**src/rtl/logic_seq_ctrl.sv**
```systemverilog
// Bit-serial driver for a shared 1-bit logical unit; result valid WIDTH cycles after accept.
// No new request is taken until the result is consumed; the result is held under res_ready backpressure.
module logic_seq_ctrl #(
    parameter int WIDTH = 32,
    parameter int CNTW  = $clog2(WIDTH)
) (
    input  logic             clk,
    input  logic             rst,
    input  logic             in_valid,
    output logic             in_ready,
    input  logic [WIDTH-1:0] in_a,
    input  logic [WIDTH-1:0] in_b,
    input  logic [2:0]       in_op,
    output logic             res_valid,
    input  logic             res_ready,
    output logic [WIDTH-1:0] res_data,
    output logic             res_zero,
    output logic             busy,
    output logic             lu_a,
    output logic             lu_b,
    output logic             lu_s0,
    output logic             lu_s1,
    output logic             lu_s2,
    input  logic             lu_out
);

    typedef enum logic [1:0] {S_IDLE, S_RUN, S_DONE} state_t;

    state_t           state_q, state_d;
    logic [CNTW-1:0]  idx_q, idx_d;
    logic [WIDTH-1:0] a_sh_q, a_sh_d;
    logic [WIDTH-1:0] b_sh_q, b_sh_d;
    logic [WIDTH-1:0] res_q, res_d;
    logic [2:0]       op_r_q, op_r_d;

    always_ff @(posedge clk or posedge rst) begin
        if (rst) begin
            state_q <= S_IDLE;
            idx_q   <= '0;
            a_sh_q  <= '0;
            b_sh_q  <= '0;
            res_q   <= '0;
            op_r_q  <= '0;
        end else begin
            state_q <= state_d;
            idx_q   <= idx_d;
            a_sh_q  <= a_sh_d;
            b_sh_q  <= b_sh_d;
            res_q   <= res_d;
            op_r_q  <= op_r_d;
        end
    end

    always_comb begin
        state_d   = state_q;
        idx_d     = idx_q;
        a_sh_d    = a_sh_q;
        b_sh_d    = b_sh_q;
        res_d     = res_q;
        op_r_d    = op_r_q;
        in_ready  = 1'b0;
        res_valid = 1'b0;
        lu_a      = 1'b0;
        lu_b      = 1'b0;
        lu_s0     = 1'b0;
        lu_s1     = 1'b0;
        lu_s2     = 1'b0;
        case (state_q)
            S_IDLE: begin
                in_ready = 1'b1;
                if (in_valid) begin
                    a_sh_d  = in_a;
                    b_sh_d  = in_b;
                    op_r_d  = in_op;
                    idx_d   = '0;
                    state_d = S_RUN;
                end
            end
            S_RUN: begin
                lu_a                = a_sh_q[0];
                lu_b                = b_sh_q[0];
                {lu_s2, lu_s1, lu_s0} = op_r_q;
                a_sh_d              = a_sh_q >> 1;
                b_sh_d              = b_sh_q >> 1;
                // Result fills from the top so bit i lands at position i after WIDTH shifts.
                res_d               = {lu_out, res_q[WIDTH-1:1]};
                if (idx_q == CNTW'(WIDTH - 1)) begin
                    idx_d   = '0;
                    state_d = S_DONE;
                end else begin
                    idx_d = idx_q + CNTW'(1);
                end
            end
            S_DONE: begin
                res_valid = 1'b1;
                if (res_ready) begin
                    state_d = S_IDLE;
                end
            end
            default: state_d = S_IDLE;
        endcase
    end

    assign res_data = res_q;
    assign res_zero = (res_q == '0);
    assign busy     = (state_q != S_IDLE);

endmodule

```
**config.mk**
```make
export PLATFORM = sky130hd
export DESIGN_NAME = logic_seq_ctrl
export DESIGN_NICKNAME = d
export VERILOG_FILES = /design/src/rtl/logic_seq_ctrl.sv
export SDC_FILE = /design/constraint.sdc
export NUM_CORES = 1
export LEC_CHECK = 0
export ABC_AREA = 0
export BUFFER_PORTS_ARGS = -buffer_cell sky130_fd_sc_hd__buf_4
export CAP_MARGIN = 20
export CORE_MARGIN = 1.5
export CORE_UTILIZATION = 55
export CTS_BUF_LIST = sky130_fd_sc_hd__clkbuf_4
export DETAILED_ROUTE_END_ITERATION = 12
export GPL_TIMING_DRIVEN = 0
export PLACE_DENSITY = 0.8
export SETUP_SLACK_MARGIN = 0.05
export SLEW_MARGIN = 15
export SYNTH_ARGS = -nofsm -noshare
export SYNTH_HDL_FRONTEND = slang
export SYNTH_SLANG_ARGS = --single-unit
```
**constraint.sdc**
```tcl
create_clock -name clk -period 3.6 [get_ports clk]
set_input_delay 0 -clock clk [delete_from_list [all_inputs] [get_ports clk]]
set_output_delay 0 -clock clk [all_outputs]
set_load 0.05 [all_outputs]
```
; ---- Word-level counts from Yosys, hierarchy flattened
; Index checks and enable logic that the tools add are counted.
[totals]
regBits = 106
inputBits = 72
elab_cells = 38
[op_classes]
addsub = 1
eq_ne = 6
n_mux = 18
n_reduce_logical = 7
[ops]
columns = op, count
row1 = 32-bit case mux with 2 select lines, 2
row2 = 32-bit two-way mux, 2
row3 = 32-bit zero test, 1
row4 = 5-bit two-way mux, 2
row5 = 5-bit case mux with 2 select lines, 1
row6 = 1-bit two-way mux, 7
row7 = 2-bit two-way mux, 3
row8 = 2-bit != test (second input constant), 3
row9 = 2-bit case mux with 3 select lines, 1
row10 = 5-bit by 1-bit adder with 5-bit output (second input constant), 1
row11 = 5-bit equality test (second input constant), 1
row12 = 2-bit AND reduction, 2
row13 = 2-bit nonzero test, 2
row14 = 3-bit AND reduction, 1
row15 = 2-bit by 1-bit equality test with 1-bit output (second input constant), 1
row16 = 2-bit equality test (second input constant), 1
row17 = 2-bit zero test, 1

; ---- Depth between registers and ports, before layout
; Gate-level depths: netlist (run 1).
[depth]
ltp_word = 3
mapped_depth = 6
ltp_nobuf = 6

; ---- Least setup slack after synthesis (run 1)
; Ideal clock, no wire load.
[synth_timing]
kind = flip-flop to flip-flop
from = reg state_q[1]
to = reg op_r_q[0]
setup_time_ns = 0.125
t_arrival_ns = 1.853
setup_slack_ns = 1.622
stages_incl_launch_ff = 6
n_path_buf = 1
period_less_slack_ns = 1.978
cell_sequence = dfrtp_1 -> buf_2 -> or2_1 -> inv_1 -> and2_4 -> mux2_2
[synth_between]
elab_chain_cells = 2
[synth_rtl]
columns = item, line
row1 = "start, declared", 29  ; state_t state_q, state_d;
row2 = "start signal, assigned", 45  ; state_q <= state_d;
row3 = 2-bit zero test, 68  ; case (state_q)
row4 = 2-bit AND reduction (no line), --
row5 = "end signal, assigned", 50  ; op_r_q <= op_r_d;
row6 = "end, declared", 34  ; logic [2:0] op_r_q, op_r_d;
; No other way between the ends.
; A chain may end at the register's enable or synchronous reset.

; ---- Worst setup path after layout (run 1)
[layout_timing]
from = reg state_q[0]
to = out lu_a
[layout_between]
elab_chain_cells = 2
[layout_rtl]
columns = item, line
row1 = 2-bit by 1-bit equality test with 1-bit output, 68
row2 = 1-bit two-way mux, 68
row3 = "end, declared", 19  ; output logic lu_a,
; No other way between the ends.

==> results.txt, run 1 <==
The run finished, with violations left. The checks that failed: design-rule violations. The worst setup path is launched from a flip-flop. The overall die height is 98.95 um.

Total power for the finished layout comes to 5.328 mW. The number of max-slew violations in the final report came to 0. Synthesis produced a netlist with a net count of 556. The number of distinct library cells after synthesis is 31. The number of antenna violations at the first check in global routing was 0. The die covers 0.009791 mm^2. The number of input and output port buffers inserted is 112. The critical path goes through nor2b_2 -> clkbuf_1 -> and2_1 -> buf_4. Setup total negative slack on the finished layout was measured at 0 ns. In the layout the commonest cells are sky130_fd_sc_hd__buf_4 (121), sky130_fd_sc_hd__dfrtp_1 (106), sky130_fd_sc_hd__dlygate4sd3_1 (70).

For this design the top-level I/O count stands at 113. The clock passes through at most 2 buffers. Setup repair after global routing left no endpoint under its margin. The number of warnings issued by yosys came out at 0. The number of setup violations in the final report came out at 0. The number of cells on the worst reg-to-reg path is 6. The via count of the first global-routing pass came out at 4561. The critical path is of the reg -> out type. The worst setup path is captured at an output pin.

The global-route total usage across every layer is 27.39%. The total number of vias came out at 4564. In this run the critical register-to-register path is captured at idx_q[3].

After synthesis the netlist holds a flip-flop and latch count of 106. The required time at the worst-slack endpoint is 3.60 ns. After global routing the overflow that remains totals 0.

The CTS tree is built. The area inside the core boundary came out at 0.008806 mm^2. The net count of the finished layout came out at 750.

The worst register-to-register path begins at idx_q[0]. For this block, the initial DRC count from the detailed router was 253. In this design, the stage delay of the slowest critical-path cell is 0.60 ns. The number of levels the H-tree was split into came out at 3. After detailed routing, the number of vias per cell comes to 5.785. The clock sink count came out at 106. The cell leakage power came out at 3.075 nW.

TritonCTS created 9 clock buffers. The initialized floorplan defines 34 standard-cell rows. Cells fill 78.53% of the core in the end.

The number of filler instances in the final layout came out at 583. The worst clock skew on the final layout came out at 0.01556 ns. The min-delay analysis places its worst path in the category in -> async. The maximum number of pins on one net before global-route repair came out at 83. The final-report hold violation count came to 0. The mean instance size in the synthesized netlist is 10.51 um^2. The number of iterations in the first detailed-routing pass is 9. The residual DRC count came out at 6. The count of nets left with antenna violations once routing finished came out at 0.

The insertion delay of the later-clocked pin in the worst-skew pair is 0.45 ns. The flip-flop and latch area came out at 0.002653 mm^2. The die outline width is 98.95 um. Once the floorplan was initialized, standard cells occupied 57.50% of the core. The adder-cell area share of the yosys netlist came out at 0.4942%.

For this design the ratio of total power to cell area is 770.4 mW/mm^2. The worst supply voltage drop on vdd is 0.8695 mV. The first-pass GRT wire length is 21500 um. In this run the tightest slew margin relative to its limit is 68.52%. In this run the cell area of the synthesized design comes to 0.005064 mm^2. Multiplexer cells account for 7.981% of the synthesized area. The commonest non-fill, non-tap cell in the layout is sky130_fd_sc_hd__buf_4. In the final layout, the share of cells above drive strength 1 is 26.87%.

The final period utilization is 60.55%. The library cell used as clock root buffer is sky130_fd_sc_hd__clkbuf_4. The post-synthesis instance total came out at 482. The transition time at the pin with the least slew margin is 0.4722 ns. The upper clock frequency limit came out at 0.4588 GHz.

The final antenna diode count is 0. The detailed-route wire length is 13030 um. The placed cell area is 0.006072 mm^2. The arrival time of the worst setup path came out at 2.18 ns. The tool flagged a number of max-cap violations equal to 0.

Hold is met by 0.03060 ns. The timing endpoint of the critical path is lu_a. The main combinational cell family by area after synthesis is compound AO/OA/AOI/OAI gates. The XOR/XNOR share of the synthesized area came out at 0%. The final weighted congestion of routability-driven global placement is 0.7994. The final non-filler cell area is 0.006915 mm^2. The final HPWL from detailed placement is 8182 um. The total of cells resized after clock tree synthesis came out at 0.

The routed length per instance is 16.52 um. The compound-cell area share of the yosys netlist is 22.88%. The sequential cell area fraction in the yosys report is 52.38%.

The critical-path cell with the highest stage delay is sky130_fd_sc_hd__dfrtp_1. The register-to-register path setup slack is 1.78 ns. Of all nets on the critical path, the largest fanout is 10. The clock transition at the registers of the reported paths came out at 0.17 ns. The area of combinational cells with multiple inputs came out at 0.002190 mm^2. The critical path starts at state_q[0]. The area growth from synthesis to layout is 36.57%.

The minimum clock period after layout came out at 2.180 ns. The simple-gate share of the synthesized area came out at 11.89%.
## timing repair
action / in CTS / in global routing
setup buffers: 0 / 0
hold endpoints to repair: 175 / 0
hold buffers: 70 / 0
## synth_stat cells, drive strengths merged
cell type    n  area [um^2]
and2         6        40.04
a22o         4        35.03
and3         1        6.260
nor2         3        11.26
a21oi       65        325.3
buf         27        161.4
nand4b       1        8.760
mux2i        1        10.01
nor4         8        50.05
or2          1        6.260
nand2b       2        12.51
nand4        2        12.51
clkbuf      13        48.80
or4          1        7.510
o21ai       65        325.3
a22oi       62        465.5
inv          3        11.26
dfrtp      106         2653
ha           2        25.02
nor2b       67        421.7
o21bai       1        7.510
nand3        2        10.01
mux2        35        394.1
nand2        4        15.01
## how the worst min path moves through the flow
stage | endpoint | slack, ns | cells after the start
CTS | a_sh_q[7] | 0.02 | 3
floorplan | res_data[31] | 0.15 | 1
finish | a_sh_q[15] | 0.03 | 3
global route | a_sh_q[15] | 0.03 | 3
global placement | res_data[31] | 0.23 | 2
detailed placement | a_sh_q[15] | -0.03 | 2
## routing by layer
metal	GRT usage, %	routed length (um)	vias to the layer above
met2	45.09	6300	148
met4	10.77	297	0
met5	0	0	-
met3	4.539	713	27
met1	36.47	5722	2243
li1	-	-	2146
## power by group
| group | total (mW) | switching (mW) | internal, mW |
|---|---|---|---|
| combinational | 2.53 | 1.49 | 1.05 |
| clock | 0.628 | 0.409 | 0.219 |
| sequential | 2.17 | 0.459 | 1.71 |
## final cells by class
class                   count  share of cell area, %
clock buffers               9                 0.9770
plain buffers              40                  3.040
clock inverters             7                  1.086
flip-flops and latches    106                  38.36
multi-input cells         333                  31.66
repair buffers            183                  22.69
well taps                 108                  1.954
inverters                   3                 0.2352
## flip-flops by register name, indices dropped and copies added, names as in the netlist
| register | count |
|---|---|
| b_sh_q | 32 |
| idx_q | 5 |
| state_q | 2 |
| a_sh_q | 32 |
| res_data | 32 |
| op_r_q | 3 |
## stage by stage
stage | instances | setup WS (ns)
2_1_floorplan | 482 | 0.8111
3_3_place_gp | 702 | -0.3811
3_5_place_dp | 703 | 1.837
4_1_cts | 789 | 1.445
5_1_grt | 789 | 1.299
6_report | 789 | 1.420
## critical path, delay by kind of cell, from the launching register on
kind          cells  cell delay, ns
buf+inv           2            0.61
simple gates      2            0.52
flops             1            0.60
## logic make-up (layout without fill, tap and decap cells)
| family | after synthesis | after routing |
|---|---|---|
| AO/OA/AOI/OAI | 197 | 197 |
| adder cells (fa/ha/maj) | 2 | 2 |
| buffers and inverters | 43 | 242 |
| flip-flops | 106 | 106 |
| multiplexers | 36 | 36 |
| AND/OR/NAND/NOR | 98 | 98 |
No activity file was read; power rests on OpenSTA's default activity.
==> inputs of run 2 (changes only) <==
--- a/config.mk
+++ b/config.mk
@@ -9,11 +9,11 @@
 export BUFFER_PORTS_ARGS = -buffer_cell sky130_fd_sc_hd__buf_4
 export CAP_MARGIN = 20
 export CORE_MARGIN = 1.5
-export CORE_UTILIZATION = 55
+export CORE_UTILIZATION = 51
 export CTS_BUF_LIST = sky130_fd_sc_hd__clkbuf_4
 export DETAILED_ROUTE_END_ITERATION = 12
 export GPL_TIMING_DRIVEN = 0
-export PLACE_DENSITY = 0.8
+export PLACE_DENSITY = 0.78
 export SETUP_SLACK_MARGIN = 0.05
 export SLEW_MARGIN = 15
 export SYNTH_ARGS = -nofsm -noshare
==> constraint.sdc (replaced) <==
create_clock -name clk -period 1.8 [get_ports clk]
set_input_delay 0 -clock clk [delete_from_list [all_inputs] [get_ports clk]]
set_output_delay 0 -clock clk [all_outputs]
set_load 0.05 [all_outputs]
==> results.txt, run 2 (synthesis results as in run 1) <==
The global-route total usage across every layer was 25.53% (-1.9 points). The net count of the finished layout came out at 758 (+1.1%). The clock transition at the registers of the reported paths is 0.16 ns (about the same). The number of levels the H-tree was split into is 3 (unchanged).

Walking the worst path, the cells encountered are nor4_2 -> nand4_1 -> nor2_1 -> buf_6. The final-report hold violation count came out at 0 (unchanged). The total CTS buffers is 9 (unchanged).

Setup repair after global routing could not meet its margin everywhere. Leaving out fill and tap cells, the most frequent cells in the layout are sky130_fd_sc_hd__buf_4 (127), sky130_fd_sc_hd__dfrtp_1 (105), sky130_fd_sc_hd__dlygate4sd3_1 (70). The worst-path maximum fanout came out at 4 (-6). The final HPWL from detailed placement is 8418 um (+2.9%). The cell leakage power came out at 3.105 nW (+0.98%). The number of iterations in the first detailed-routing pass is 5 (-4).

The initial DRC count came out at 228 (-9.9%). The via density per instance came out at 5.545 (-4.1%). Based on the critical path, the design can be clocked at up to 0.5853 GHz. The insertion delay of the later-clocked pin in the worst-skew pair came out at 0.45 ns (about the same). The initial core utilization is 52.29% (-5.2 points). The final period utilization is 94.92%. The kind of start point of the critical path is a flip-flop. The clock sink count is 106 (unchanged). The overall die height was 102.6 um (+3.7%). The total number of vias is 4558 (-0.13%). The worst clock skew on the final layout is 0.02109 ns (+0.005533 ns).

The area of combinational cells with multiple inputs came out at 0.002241 mm^2 (+2.3%). The die outline width came out at 102.6 um (+3.7%). The area inside the core boundary is 0.009684 mm^2 (+10%). The family of cells with the greatest summed delay on the critical path is simple AND/OR/NAND/NOR gates.

The share of post-route cells with drive strength above 1 came out at 29.32% (+2.4 points). The maximum number of pins on one net before global-route repair is 38 (-54%). The die area came out at 0.01054 mm^2 (+7.6%).

The worst relative slew slack came to 67.65% (-0.87 points). The path class of the lowest-slack min-delay path is in -> async. The post-placement setup slack came out at -0.0008361 ns (-1.838 ns).

The detailed-route wire length came out at 13500 um (+3.6%). The buffer depth of the longest clock path came out at 2 (unchanged). The number of nets with antenna violations after routing came out at 0 (unchanged). The critical-path cell with the highest stage delay is sky130_fd_sc_hd__dfrtp_1. The final antenna diode count is 0 (unchanged). The max-capacitance violation count is 0 (unchanged). The critical path is of the reg -> out type. Leaving out fill and tap cells, the most frequent cell in the layout is sky130_fd_sc_hd__buf_4. The number of cells traversed by the worst register-to-register path came out at 6 (unchanged). The maximum single-stage delay on the critical path is 0.46 ns (-0.14 ns).

The top-level port count came out at 113 (unchanged). The worst supply voltage drop on vdd is 1.583 mV (+82%). The number of setup violations in the final report came out at 0 (unchanged). The smallest setup slack after layout is 0.09138 ns (-1.329 ns).

The number of filler instances in the final layout is 677 (+16%). The register-to-register path setup slack came out at 0.13 ns (-1.65 ns). The residual DRC count came out at 0 (-6). The buffering stage count on the worst path with inverters included came to 1 (-1). The area growth from synthesis to layout is 39.81%. The flip-flop and latch area came out at 0.002654 mm^2 (about the same). The transition time at the pin with the least slew margin is 0.4853 ns (+0.01306 ns).

The critical register-to-register path endpoint is idx_q[3]. Counting I/O delays and the setup requirement, the final critical path takes 1.709 ns. The via count of the first global-routing pass came out at 4430 (-2.9%). The root buffer cell chosen for the clock tree is sky130_fd_sc_hd__clkbuf_4.

The final weighted congestion of routability-driven global placement is 0.7981 (-0.16%). The total power per unit cell area came out at 1511 mW/mm^2 (+96%). The sum of overflow across all layers after global routing is 0 (unchanged). The flow ran to the end, and the final reports show no timing, DRC or antenna violations. The required time at the worst-slack endpoint came out at 1.80 ns (-1.80 ns).

The number of standard-cell rows in the floorplan came out at 36 (+5.9%). The arrival time of the worst setup path was 1.71 ns (-0.47 ns). The number of antenna violations at the first check in global routing came to 0 (unchanged).

The number of max-slew violations in the final report is 0 (unchanged). The first-pass GRT wire length is 20930 um (-2.7%). The worst setup path is captured at an output pin. The utilization of the core after routing is 73.10% (-5.4 points). The number of input and output port buffers inserted is 112 (unchanged).

The launch point of the worst reg-to-reg path is idx_q[0]. TritonCTS built the clock tree. The routed length per instance was 16.43 um (-0.55%).
==> run 2: changes by cell type in the layout (fill, tap and decap cells not counted), sizes merged <==
| cell | change |
|---|---|
| buf | +9 |
| inv | -5 |
| clkinvlp | +3 |
| clkbuf | +2 |
| bufinv | -1 |
==> run 2: area by class of cell <==
cell class | count | share of cell area (%)
inverters | 3 | 0.2651
well taps | 133 | 2.351
plain buffers | 40 | 3.199
multi-input cells | 333 | 31.65
repair buffers | 191 | 23.37
flip-flops and latches | 106 | 37.49
clock inverters | 4 | 0.4065
clock buffers | 12 | 1.273
==> run 2: worst reg2reg max path, cell delays in order (launching register included) <==
cell	delay [ns]
sky130_fd_sc_hd__dfrtp_1	0.41
sky130_fd_sc_hd__ha_2	0.20
sky130_fd_sc_hd__and3_1	0.18
sky130_fd_sc_hd__ha_2	0.20
sky130_fd_sc_hd__nand2b_4	0.15
sky130_fd_sc_hd__or4_1	0.41
sky130_fd_sc_hd__nand3_1	0.10
==> run 2: how the worst max path moves through the flow <==
stage | from | end | slack, ns | depth (start not counted)
floorplan | state_q[1] | state_q[1] | 0.10 | 4
global route | res_data[21] | res_zero | -0.006 | 4
detailed placement | idx_q[0] | idx_q[3] | -0.0008 | 6
global placement | rst | a_sh_q[3] | -0.17 | 2
CTS | res_data[18] | res_zero | 0.05 | 4
finish | res_data[21] | res_zero | 0.09 | 4
==> run 2: what timing repair did <==
| action | in CTS | in global routing |
|---|---|---|
| hold buffers | 70 | 0 |
| setup buffers | 3 | 3 |
| gates resized for setup | 6 | 14 |
| endpoints found under the hold margin | 145 | 0 |
| setup endpoints to repair | 6 | 8 |
==> run 2: metrics by stage <==
| step | cells | cell area (um^2) | hold slack, ns | setup TNS, ns | total power, mW |
|---|---|---|---|---|---|
| after detailed placement | 730 | 6141 | -0.002887 | -0.0008361 | 9.268 |
| after floorplan | 482 | 5074 | 0.1516 | 0 | 7.756 |
| after global placement | 727 | 6081 | 0.2329 | -17.64 | 9.082 |
| after CTS | 819 | 7002 | 0.04037 | 0 | 10.56 |
| final | 822 | 7079 | 0.06280 | 0 | 10.70 |
| after global routing | 822 | 7079 | 0.08507 | -0.006093 | 11.36 |
==> run 2: report_power, final <==
| group | switching, mW | internal, mW | total, mW |
|---|---|---|---|
| registers | 0.930 | 3.42 | 4.35 |
| clock network | 0.764 | 0.334 | 1.10 |
| logic | 3.03 | 2.23 | 5.25 |
==> run 2: per-layer routing <==
| metal | vias up | wire (um) | track usage [%] |
|---|---|---|---|
| li1 | 2162 | - | - |
| met1 | 2230 | 5922 | 34.48 |
| met2 | 135 | 6572 | 40.50 |
| met3 | 31 | 658 | 4.610 |
| met4 | 0 | 350 | 11.49 |
| met5 | - | 0 | 0 |
==> inputs of run 3 (changes only) <==
--- a/config.mk
+++ b/config.mk
@@ -5,7 +5,7 @@
 export SDC_FILE = /design/constraint.sdc
 export NUM_CORES = 1
 export LEC_CHECK = 0
-export ABC_AREA = 0
+export ABC_AREA = 1
 export BUFFER_PORTS_ARGS = -buffer_cell sky130_fd_sc_hd__buf_4
 export CAP_MARGIN = 20
 export CORE_MARGIN = 1.5
==> results.txt, run 3 <==
The flow ran to the end, and the final reports show no timing, DRC or antenna violations. The max-capacitance violation count is 0 (unchanged). The critical path in this run is classified as reg -> out. The number of distinct library cells after synthesis came out at 16 (-48%). The worst-path maximum fanout came out at 19 (+15).

The top-level port count came out at 113 (unchanged). The net count of the finished layout came out at 968 (+28%). The final HPWL from detailed placement came out at 8197 um (-2.6%). The routed length per instance is 12.27 um (-25%). The final antenna diode count came out at 0 (unchanged). The worst clock skew on the final layout came out at 0.02037 ns (-0.0007189 ns). The global-route total usage across every layer came out at 26.02% (+0.49 points). The final total power came out at 11.67 mW (+9.1%). The share of flip-flops with an asynchronous set or reset was 100.0% (unchanged). Yosys instantiated no cell more often than sky130_fd_sc_hd__nand2_1. The top cell types in the final layout, fill and taps aside, are sky130_fd_sc_hd__nand2_1 (479), sky130_fd_sc_hd__buf_4 (114), sky130_fd_sc_hd__dfrtp_1 (106). The sum of overflow across all layers after global routing came to 0 (unchanged). The number of warnings issued by yosys came out at 0 (unchanged). The number of levels the H-tree was split into is 3 (unchanged). The overall die height is 101.5 um (-1.1%). The cell area after synthesis is 0.004951 mm^2 (-2.2%). The worst register-to-register path ends at a_sh_q[31]. The post-synthesis net count came out at 768 (+38%). The minimum clock period after layout is 1.643 ns (-0.06588 ns). The number of input and output port buffers inserted is 112 (unchanged). The initial DRC count was 229 (+0.44%).

The number of max-slew violations in the final report is 0 (unchanged). The first-pass GRT wire length is 21200 um (+1.3%). The worst hold path begins at res_ready. The library cell used as clock root buffer is sky130_fd_sc_hd__clkbuf_4. The number of cells traversed by the worst register-to-register path came out at 5 (-1).

The total number of vias was 4954 (+8.7%). The worst setup path is captured at an output pin. The number of standard-cell rows in the floorplan was 35 (-2.8%). The maximum number of pins on one net before global-route repair was 36 (-5.3%). The worst register-to-register path begins at state_q[1].

The CTS tree is built. The arrival time of the worst setup path is 1.64 ns (-0.07 ns). The required time at the worst-slack endpoint is 1.80 ns (about the same). The worst supply voltage drop on vdd came out at 0.8147 mV (-49%). The utilization of the core after routing is 74.43% (+1.3 points). The share of post-route cells with drive strength above 1 is 18.13% (-11 points). The number of setup violations in the final report is 0 (unchanged).

The total CTS buffers came out at 9 (unchanged). The depth of the worst hold-timing path is 3. The die outline width came out at 101.5 um (-1.1%).

The cell leakage power came out at 3.915 nW (+26%). The register-to-register path setup slack is 0.22 ns (+0.09 ns). The initial core utilization is 53.08% (+0.79 points). Setup repair after global routing left no endpoint under its margin. The flip-flop and latch count after synthesis is 106 (unchanged).

The total power per unit cell area is 1681 mW/mm^2 (+11%). The largest total area in the synthesized netlist belongs to sky130_fd_sc_hd__dfrtp_1. The final period utilization came out at 91.26% (-3.7 points). The residual DRC count was 0 (unchanged). Yosys attributes the largest share of cell area to sky130_fd_sc_hd__dfrtp_1 (54%), sky130_fd_sc_hd__nand2_1 (36%), sky130_fd_sc_hd__nor2_1 (2.5%), sky130_fd_sc_hd__buf_2 (2.2%), sky130_fd_sc_hd__o21ai_0 (1.1%).

The worst hold slack across all endpoints came out at 0.2873 ns (+0.2245 ns). In the synthesized netlist, the cells that appear most often are sky130_fd_sc_hd__nand2_1 (480), sky130_fd_sc_hd__dfrtp_1 (106), sky130_fd_sc_hd__nor2_1 (33), sky130_fd_sc_hd__buf_2 (22), sky130_fd_sc_hd__inv_1 (12). The die area came to 0.01031 mm^2 (-2.2%).

The post-synthesis instance total is 694 (+44%). The detailed-route wire length is 12620 um (-6.6%). The clock transition at the registers of the reported paths came out at 0.16 ns (about the same). The final weighted congestion of routability-driven global placement is 0.8157 (+2.2%).

The share of Yosys cell area claimed by the top area cell type came out at 53.58% (+1.2 points). The area growth from synthesis to layout is 40.23%. The sequential cell area fraction in the yosys report was 53.58% (+1.2 points). The tightest min-delay check is of the in -> reg type. The worst relative slew slack came out at 69.99% (+2.3 points).

The area inside the core boundary is 0.009328 mm^2 (-3.7%). The number of iterations in the first detailed-routing pass came out at 7 (+2). The mean instance size in the synthesized netlist is 7.134 um^2 (-32%).

Among all flip-flop cells after synthesis, the most frequent one is sky130_fd_sc_hd__dfrtp_1. The final-report hold violation count is 0 (unchanged). The via count of the first global-routing pass is 4685 (+5.8%).

The library cell used most frequently in the layout, excluding fill and tap cells, is sky130_fd_sc_hd__nand2_1. The clock sink count was 106 (unchanged). The via density per instance is 4.819 (-13%). The number of flops mapped to enable cells by yosys came to 0 (unchanged). The insertion delay of the later-clocked pin in the worst-skew pair came to 0.45 ns (about the same).

The number of antenna violations at the first check in global routing came out at 0 (unchanged). The buffer depth of the longest clock path came out at 2 (unchanged). The number of nets with antenna violations after routing is 0 (unchanged). The upper clock frequency limit was 0.6087 GHz (+4.0%).

The transition time at the pin with the least slew margin came out at 0.4501 ns (-0.03512 ns). The kind of start point of the critical path is a flip-flop. For hold timing, the worst endpoint is state_q[1].
run 3: changes by cell type after synthesis, sizes merged, moves of 31 or more:
cell	before	now
nand2	4	480
nor2b	67	0
a21oi	65	3
a22oi	62	0
o21ai	65	11
mux2	35	0
nor2	3	34
run 3: logic make-up (layout without fill, tap and decap cells):
kind of cell / after synthesis / count (layout) / share of synthesized area (%)
AO/OA/AOI/OAI: 16 / 16 / 1.718
buffers and inverters: 49 / 254 / 4.423
AND/OR/NAND/NOR: 521 / 521 / 39.78
adder cells (fa/ha/maj): 2 / 2 / 0.5054
flip-flops: 106 / 106 / 53.58
run 3: final cells by class:
type                    instances  area, um^2
inverters                      14       56.30
repair buffers                190        1657
clock buffers                  10       75.07
flip-flops and latches        106        2653
well taps                     129       161.4
clock inverters                 6       90.09
fillers                       728        2385
multi-input cells             539        2087
plain buffers                  34       163.9
run 3: critical path, stage by stage (launching register included):
cell	delay [ns]
sky130_fd_sc_hd__dfrtp_1	0.42
sky130_fd_sc_hd__inv_1	0.12
sky130_fd_sc_hd__nand2_2	0.12
sky130_fd_sc_hd__buf_4	0.23
sky130_fd_sc_hd__nor2_1	0.14
sky130_fd_sc_hd__buf_6	0.18
run 3: through the flow:
step,cells,cell area (um^2),setup TNS [ns],setup slack (ns)
after floorplan,694,4957,0,0.2159
after global placement,935,5959,-18.45,-0.1786
after detailed placement,938,6020,0,0.1869
after CTS,1028,6943,0,0.1572
after global routing,1028,6943,0,0.05359
final,1028,6943,0,0.1573
run 3: power by group:
group	leakage (nW)	total, mW	internal (mW)	switching (mW)
combinational	2.48	6.14	2.02	4.12
clock	0.0870	1.39	0.586	0.800
sequential	1.34	4.15	3.42	0.723
total	3.92	11.7	6.03	5.65
run 3: layer usage:
metal | GRT usage (%) | routed length (um) | vias to the layer above
met3 | 3.520 | 594 | 18
met1 | 35.24 | 5659 | 2324
li1 | - | - | 2478
met4 | 7.906 | 178 | 0
met2 | 43.79 | 6185 | 134
met5 | 0 | 0 | -
run 3: worst max-delay path by stage:
stage | start | to | slack [ns] | cells after the start
6_report | state_q[1] | lu_s0 | 0.16 | 5
3_3_place_gp | rst | b_sh_q[6] | -0.18 | 2
5_1_grt | state_q[1] | lu_s1 | 0.05 | 5
4_1_cts | state_q[1] | lu_s0 | 0.16 | 5
2_1_floorplan | res_data[11] | res_zero | 0.22 | 5
3_5_place_dp | state_q[1] | a_sh_q[30] | 0.19 | 7
run 3: timing repair:
item / 4_1_cts / 5_1_grt
endpoints found under the hold margin: 176 / 0
buffers inserted: 1 / 0
setup endpoints to repair: 5 / 1
resized for setup: 5 / 1
hold buffers: 74 / 0
